$ cat src/rtl/present_sbox_pkg.sv
// Shared types and constants for the dual-rail PRESENT S-box engine.
// Optional rail-consistency checking is enabled by defining SBOX_DR_FAULT_CHECK_EN.
package present_sbox_pkg;

   typedef enum logic [2:0] {
      IDLE,
      PRE,
      EVAL,
      CHK,
      DONE
   } sbox_dr_state_t;

   typedef struct packed {
      logic [3:0] u;
      logic [3:0] c;
   } dr_nibble_t;

   // Ascending range, so the leftmost entry is S(0).
   localparam logic [0:15][3:0] SBOX_LUT = {
      4'hC, 4'h5, 4'h6, 4'hB, 4'h9, 4'h0, 4'hA, 4'hD,
      4'h3, 4'hE, 4'hF, 4'h8, 4'h4, 4'h7, 4'h1, 4'h2
   };

   localparam dr_nibble_t SPACER = '0;

   function automatic logic [3:0] sbox(input logic [3:0] x);
      return SBOX_LUT[x];
   endfunction

endpackage

$ cat src/rtl/present_sbox_dr_lane.sv
// One 4-bit dual-rail S-box lane: loads S(x)/~S(x) on eval, holds on hold, else spacer.
// With SBOX_DR_FAULT_CHECK_EN defined, flt_inj_i collapses the complement rail onto the true rail.
module present_sbox_dr_lane
   import present_sbox_pkg::*;
(
   input  logic       clk,
   input  logic       rst_n,
   input  logic [3:0] nibble_i,
   input  logic       eval_i,
   input  logic       hold_i,
   input  logic       flt_inj_i,
   output logic [3:0] u_o,
   output logic [3:0] c_o,
   output logic       legal_o
);

   dr_nibble_t pair_d, pair_q;
   logic [3:0] s_val;

   assign s_val = sbox(nibble_i);

   always_comb begin
      // NOTE: default first so every path assigns pair_d and no latch is inferred.
      pair_d = SPACER;
      if (eval_i) begin
         pair_d.u = s_val;
`ifdef SBOX_DR_FAULT_CHECK_EN
         pair_d.c = flt_inj_i ? s_val : ~s_val;
`else
         pair_d.c = ~s_val;
`endif
      end else if (hold_i) begin
         pair_d = pair_q;
      end
   end

`ifndef SBOX_DR_FAULT_CHECK_EN
   logic unused_flt_inj;
   assign unused_flt_inj = flt_inj_i;
`endif

   // NOTE: non-blocking assignments in clocked processes avoid simulation races.
   always_ff @(posedge clk or negedge rst_n) begin
      if (!rst_n) pair_q <= SPACER;
      else        pair_q <= pair_d;
   end

   assign u_o     = pair_q.u;
   assign c_o     = pair_q.c;
   assign legal_o = ((pair_q.u ^ pair_q.c) == 4'hF);

endmodule

$ cat src/rtl/present_sbox_dr_engine.sv
// Multi-lane dual-rail PRESENT S-box layer with precharge/evaluate/check phase control.
// Per-lane rail fault detection is enabled by defining SBOX_DR_FAULT_CHECK_EN.
module present_sbox_dr_engine
   import present_sbox_pkg::*;
#(
   parameter int LANES      = 16,
   parameter int PRE_CYCLES = 1
)(
   input  logic                 clk,
   input  logic                 rst_n,
   input  logic                 in_valid,
   output logic                 in_ready,
   input  logic [4*LANES-1:0]   in_data,
   input  logic [LANES-1:0]     flt_inj,
   output logic                 out_valid,
   input  logic                 out_ready,
   output logic [4*LANES-1:0]   out_u,
   output logic [4*LANES-1:0]   out_c,
   output logic [LANES-1:0]     fault
);

   localparam logic [3:0] PRE_LOAD = 4'(PRE_CYCLES - 1);

   sbox_dr_state_t     state_q, state_d;
   logic [3:0]         cnt_q, cnt_d;
   logic [4*LANES-1:0] opnd_q, opnd_d;
   logic [LANES-1:0]   legal;
   logic               accept, eval_en, hold_en;

   assign in_ready  = (state_q == IDLE) || ((state_q == DONE) && out_ready);
   assign accept    = in_valid && in_ready;
   assign out_valid = (state_q == DONE);
   assign eval_en   = (state_q == EVAL);
   // Results survive CHK and a stalled DONE; any other cycle drives spacer.
   assign hold_en   = (state_q == CHK) || ((state_q == DONE) && !out_ready);

   always_comb begin
      state_d = state_q;
      cnt_d   = cnt_q;
      opnd_d  = opnd_q;
      case (state_q)
         IDLE:    state_d = IDLE;
         PRE:     if (cnt_q == 4'd0) state_d = EVAL;
                  else               cnt_d   = cnt_q - 4'd1;
         EVAL:    state_d = CHK;
         CHK:     state_d = DONE;
         DONE:    if (out_ready) state_d = IDLE;
         default: state_d = IDLE;
      endcase
      if (accept) begin
         opnd_d  = in_data;
         cnt_d   = PRE_LOAD;
         state_d = PRE;
      end
   end

   // NOTE: the operand register is reset too, so an aborted operation leaves nothing behind.
   always_ff @(posedge clk or negedge rst_n) begin
      if (!rst_n) begin
         state_q <= IDLE;
         cnt_q   <= '0;
         opnd_q  <= '0;
      end else begin
         state_q <= state_d;
         cnt_q   <= cnt_d;
         opnd_q  <= opnd_d;
      end
   end

   for (genvar i = 0; i < LANES; i++) begin : g_lane
      present_sbox_dr_lane u_lane (
         .clk       (clk),
         .rst_n     (rst_n),
         .nibble_i  (opnd_q[4*i +: 4]),
         .eval_i    (eval_en),
         .hold_i    (hold_en),
         .flt_inj_i (flt_inj[i]),
         .u_o       (out_u[4*i +: 4]),
         .c_o       (out_c[4*i +: 4]),
         .legal_o   (legal[i])
      );
   end

`ifdef SBOX_DR_FAULT_CHECK_EN
   logic [LANES-1:0] fault_q, fault_d;

   always_comb begin
      fault_d = fault_q;
      if (accept)                fault_d = '0;
      else if (state_q == CHK)   fault_d = fault_q | ~legal;
   end

   always_ff @(posedge clk or negedge rst_n) begin
      if (!rst_n) fault_q <= '0;
      else        fault_q <= fault_d;
   end

   assign fault = fault_q;
`else
   logic unused_legal;
   assign unused_legal = ^legal;
   assign fault        = '0;
`endif

endmodule

$ cat config.mk
export PLATFORM = sky130hd
export DESIGN_NAME = present_sbox_dr_engine
export DESIGN_NICKNAME = d
export VERILOG_FILES = /design/src/rtl/present_sbox_pkg.sv /design/src/rtl/present_sbox_dr_lane.sv /design/src/rtl/present_sbox_dr_engine.sv
export SDC_FILE = /design/constraint.sdc
export NUM_CORES = 1
export LEC_CHECK = 0
export CAP_MARGIN = 0
export CORE_ASPECT_RATIO = 0.8
export CORE_MARGIN = 5
export CORE_UTILIZATION = 55
export CTS_CLUSTER_SIZE = 20
export DETAILED_ROUTE_END_ITERATION = 6
export PLACE_DENSITY_LB_ADDON = 0.12
export SYNTH_ARGS = -nofsm -noshare
export SYNTH_HDL_FRONTEND = slang
export SYNTH_SLANG_ARGS = --single-unit
$ cat constraint.sdc
create_clock -name clk -period 3.3 [get_ports clk]
set_input_delay 0.66 -clock clk [delete_from_list [all_inputs] [get_ports clk]]
set_output_delay 0.66 -clock clk [all_outputs]
set_load 0.05 [all_outputs]
; Word level (Yosys, flattened, before mapping)
; Memory sizes are Yosys's and may differ from the RTL's.
; Index checks and enable logic that the tools add are counted.
; Widths: inputs -> output; s select.
[op_classes]
add_sub_neg = 1
n_lt_le_gt_ge = 16
n_eq_ne = 8
n_mux = 56
n_bitwise = 32
reduce_logical = 11
[op_table]
columns = cell, count
row1 = $mux 4, 35
row2 = $mux 8, 17
row3 = $ge 5x5->1 const B, 16
row4 = $not 4->5, 16
row5 = $not 4->4, 16
row6 = $pmux 3 s4, 1
row7 = $mux 3, 3
row8 = $eq 3x2->1 const B, 2
row9 = $logic_not 4->1, 1
row10 = $ne 2x2->1 const B, 2
row11 = $reduce_and 2->1, 2
row12 = $sub 4x1->4 const B, 1
row13 = $eq 3x1->1 const B, 1
row14 = $eq 3x3->1 const B, 1
row15 = $logic_and 1x1->1, 3
row16 = $logic_not 3->1, 1
row17 = $ne 3x1->1 const B, 1
row18 = $ne 3x3->1 const B, 1
row19 = $logic_or 1x1->1, 2
row20 = $reduce_bool 2->1, 1
row21 = $logic_not 1->1, 1
[word_totals]
reg_bits = 199
rom_bits = 1024
inputBits = 84
out_inout_bits = 146
memories = 16
[mem_list]
columns = name, depth, word_bits, rd, rd_ports_with_merged_regs, write_ports, line
row1 = (name not given), 16, 4, 1, 0, 0, present_sbox_pkg.sv:27  ; return SBOX_LUT[x];
row2 = (name not given), 16, 4, 1, 0, 0, present_sbox_pkg.sv:27
row3 = (name not given), 16, 4, 1, 0, 0, present_sbox_pkg.sv:27
row4 = (name not given), 16, 4, 1, 0, 0, present_sbox_pkg.sv:27
row5 = (name not given), 16, 4, 1, 0, 0, present_sbox_pkg.sv:27
row6 = (name not given), 16, 4, 1, 0, 0, present_sbox_pkg.sv:27
row7 = +10 memories, -, -, -, -, -, -

; Depth between registers and ports, before layout
[logic_depth]
word_depth = 6
mapped_depth = 7

; Cells and area by module
; A second synthesis with hierarchy kept.
[hier_totals]
hier_cells = 1227
hier_area_um2 = 12519.5
[modules_own_cells]
columns = module, instances, cells_per_inst, area_per_inst_um2, seq_area_each_um2
row1 = present_sbox_dr_lane at g_lane[13].u_lane ..., 12, 66, 590.6, 200.2
row2 = present_sbox_dr_engine, 1, 198, 3148.0, 1776.7
row3 = present_sbox_dr_lane at g_lane[11].u_lane ..., 2, 59, 570.5, 200.2
row4 = present_sbox_dr_lane at g_lane[10].u_lane, 1, 60, 579.3, 200.2
row5 = present_sbox_dr_lane at g_lane[0].u_lane, 1, 59, 564.3, 200.2

; Least setup slack after synthesis
; No wires, ideal clock.
[synth_path]
path_type = in2out
start = input out_ready
end = output in_ready
arrival_time_ps = 1259
setup_slack_ps = 1381
path_stages = 2
n_path_buf = 0
cell_sequence = nand2b_1 and2_1
[synth_between]
elab_chain_len = 2
[synth_rtl]
columns = item, line
row1 = start: declaration, present_sbox_dr_engine.sv:16  ; input logic out_ready,
row2 = $logic_and 1x1->1, present_sbox_dr_engine.sv:30  ; assign in_ready = (state_q == IDLE) || ((state_q == DONE) && out_ready);
row3 = $logic_or 1x1->1, present_sbox_dr_engine.sv:30
row4 = end: declaration, present_sbox_dr_engine.sv:12  ; output logic in_ready,
; Every way passes these cells.

; Worst setup path after layout
[layout_path]
start = register state_q[0]
end = output out_valid
[layout_between]
elab_chain_len = 1
[layout_rtl]
columns = item, line
row1 = start: declaration, present_sbox_dr_engine.sv:24  ; sbox_dr_state_t state_q, state_d;
row2 = start signal: assignment, present_sbox_dr_engine.sv:64  ; state_q <= state_d;
row3 = $eq 3x3->1, present_sbox_dr_engine.sv:32  ; assign out_valid = (state_q == DONE);
row4 = end: declaration, present_sbox_dr_engine.sv:15  ; output logic out_valid,
; Every way passes these cells.

==> results.toml <==
[clocking]
postCtsSetupBuffers = 0
ctsHtreeMaxLevel = 4
cts_buffer_depth = 2
clkSinkCount = 199
clk_latency_ns = 0.43
cts_tree = "done"
holdBufCountCts = 0
cts_buffers = 17
cts_resized = 0
cts_root_buf = "clkbuf_16"
clk_pin_slew_worst_paths_ns = 0.08

[global_route]
antenna_found_initial = 0
grt_pass1_vias = 6936
overflow = 0
grt_max_degree = 75
grt_pass1_wl_um = 37340
grt.total_usage_pct = 21.63

[synth]
postSynthAreaPerCell_um2 = 11.64
syn_area_um2 = 10200
ys_warn_count = 0
ys_seq_elements = 199
synth_cell_type_count = 41
synth-seq-area-share_pct = 48.84
synthFlopType = "dfrtp_1"
synth_async_sr_flop_share_pct = 100.0
synthTopCellsByArea = "dfrtp_1 49%, ha_1 10%, mux2_2 5.9%, a22o_1 5.5%, mux4_2 5.3%"
yosysTopAreaCell = "dfrtp_1"
syn_inst = 876
synth-edff-count = 0
synth_common_cells = "199 x dfrtp_1, 82 x ha_1, 68 x nand2_1"
synth_top_area_share_pct = 48.84
yosysMostFrequentCell = "dfrtp_1"

[worst_setup_path]
path_buf_inv = 1
crit_type = "register to output port"
startpoint_type = "register"
cp_top_family = "buffers and inverters"
r2r_end = "g_lane[5].u_lane.u_o[3]$_DFFE_PN0P_"
critical_path_peak_fanout = 9
path_cells = "nor2_4 > and2_1 > clkdlybuf4s50_1"
r2r_cells = 3
worstPathRequired_ns = 2.64
critPathMaxStageDelay_ns = 0.80
cp-end-kind = "output port"
arrival_ns = 2.10
r2r_setup_slack_ns = 1.26
worstReg2RegStart = "state_q[1]$_DFFE_PN0P_"
slowest_stage = "clkdlybuf4s50_1"

[drt]
firstDrtPassIters = 4
final_antenna_net_count = 0
via_per_inst = 5.449
finalWirelength_um = 22450
wire_per_inst_um = 17.51
route.vias.total = 6985
drt_iter0_drc = 346
drc = 0

[timing]
period_needed_ns = 2.763
setup_viol = 0
relSlewSlack_pct = 59.95
fin_crit_sh_pct = 83.73
hold-worst-slack_ns = 0.2360
final-hold-violation-count = 0
drv_slew = 0
final.setup.tns_ns = 0
worst_pin_slew_ns = 0.6007
max_freq_mhz = 361.9
rsz0062_at_grt = "false"
fin_skew_ns = 0.01285

[floorplanning]
die_h_um = 131.8
die_width_um = 162.2
ioPinCount = 230
row_count = 44
fp.coreArea_um2 = 18170
die_area_um2 = 21380
initial_core_util_pct = 56.12

[cells_and_area]
nets = 1205
antenna_cells = 0
drive_gt1_share_pct = 11.88
fill_cells = 1363
area_delta_synth_final_pct = 25.27

[job]
cap_violations = 0

[status]
status = "complete, no violations"

[placed_design]
gp_congestion = 0.8323
portBuffers = 197
post-dp-hpwl_um = 15900

[min_path]
hold_path_class = "primary input to asynchronous set/reset pin"
[registers in the layout, indices dropped and copies added (netlist names)]
signal / flops
g_lane.u_lane.u_o: 64
state_q: 3
opnd_q: 64
g_lane.u_lane.c_o: 64
cnt_q: 4
[placed cells by master (no fill, tap or decap), drive strengths merged, types with 2 or more instances in the layout]
master and count:
conb 16, nor3 4, a22o 64, nor2b 18, nand2 68, o31ai 5
clkinv 2, inv 60, nor3b 2, nor2 29, and2 2, clkinvlp 6
xnor2 7, clkbuf 19, nand2b 8, ha 82, clkdlybuf4s50 195, xor2 5
a31oi 3, a21oi 35, mux2i 6, or3 3, mux4 24, dfrtp 199
mux2 64, nand3 4, o21ai 76, a211oi 24, o21bai 2, bufinv 3
buf 11
[stage by stage]
step	setup slack (ns)	area (um^2)	instances	utilization, %
2_1_floorplan	1.381	10250	891	-
3_3_place_gp	0.8566	12170	1250	67.00
3_5_place_dp	0.8426	12170	1250	67.00
4_1_cts	0.5056	12770	1282	70.30
5_1_grt	0.4634	12770	1282	70.30
6_report	0.5369	12770	1282	70.30
[cell families (layout without fill, tap and decap cells)]
family                     Yosys count  in the layout  share of synthesized area [%]
DFF                                199            199                          48.84
and+or+nand+nor                    141            141                          6.381
buffers and inverters              135            296                          7.007
AOI/OAI and AO/OA                  212            212                          13.68
muxes                               94             94                          12.96
other                                1             16                        0.03678
adders and majority gates           82             82                          10.06
xor gates and xnor gates            12             12                          1.031
[worst max path at each step]
stage / start / endpoint / depth (start not counted)
after floorplan: out_ready / in_ready / 2
after global placement: out_ready / opnd_q[23]$_DFFE_PN0N_ / 5
after detailed placement: out_ready / opnd_q[20]$_DFFE_PN0N_ / 5
after CTS: state_q[0]$_DFFE_PN0P_ / out_valid / 3
after global routing: state_q[0]$_DFFE_PN0P_ / out_valid / 3
final: state_q[0]$_DFFE_PN0P_ / out_valid / 3
[layout make-up]
| cell class | count | area, um^2 | share of cell area (%) |
|---|---|---|---|
| timing repair buffer | 207 | 2111 | 16.53 |
| inverter | 57 | 214.0 | 1.675 |
| clock inverter | 14 | 171.4 | 1.342 |
| multi-input combinational | 557 | 4579 | 35.85 |
| tap | 230 | 287.8 | 2.253 |
| sequential | 199 | 4980 | 38.99 |
| clock buffer | 18 | 429.2 | 3.360 |
[per-layer routing]
layer  global-route usage, %  share of wire (%)
met1                   30.63                 46
met4                   4.603               0.53
met2                   33.06                 47
met5                       0                  0
met3                   6.940                6.9
Power is not shown: default switching activity piles up to over one toggle a cycle in this logic, so the estimate is an artifact.
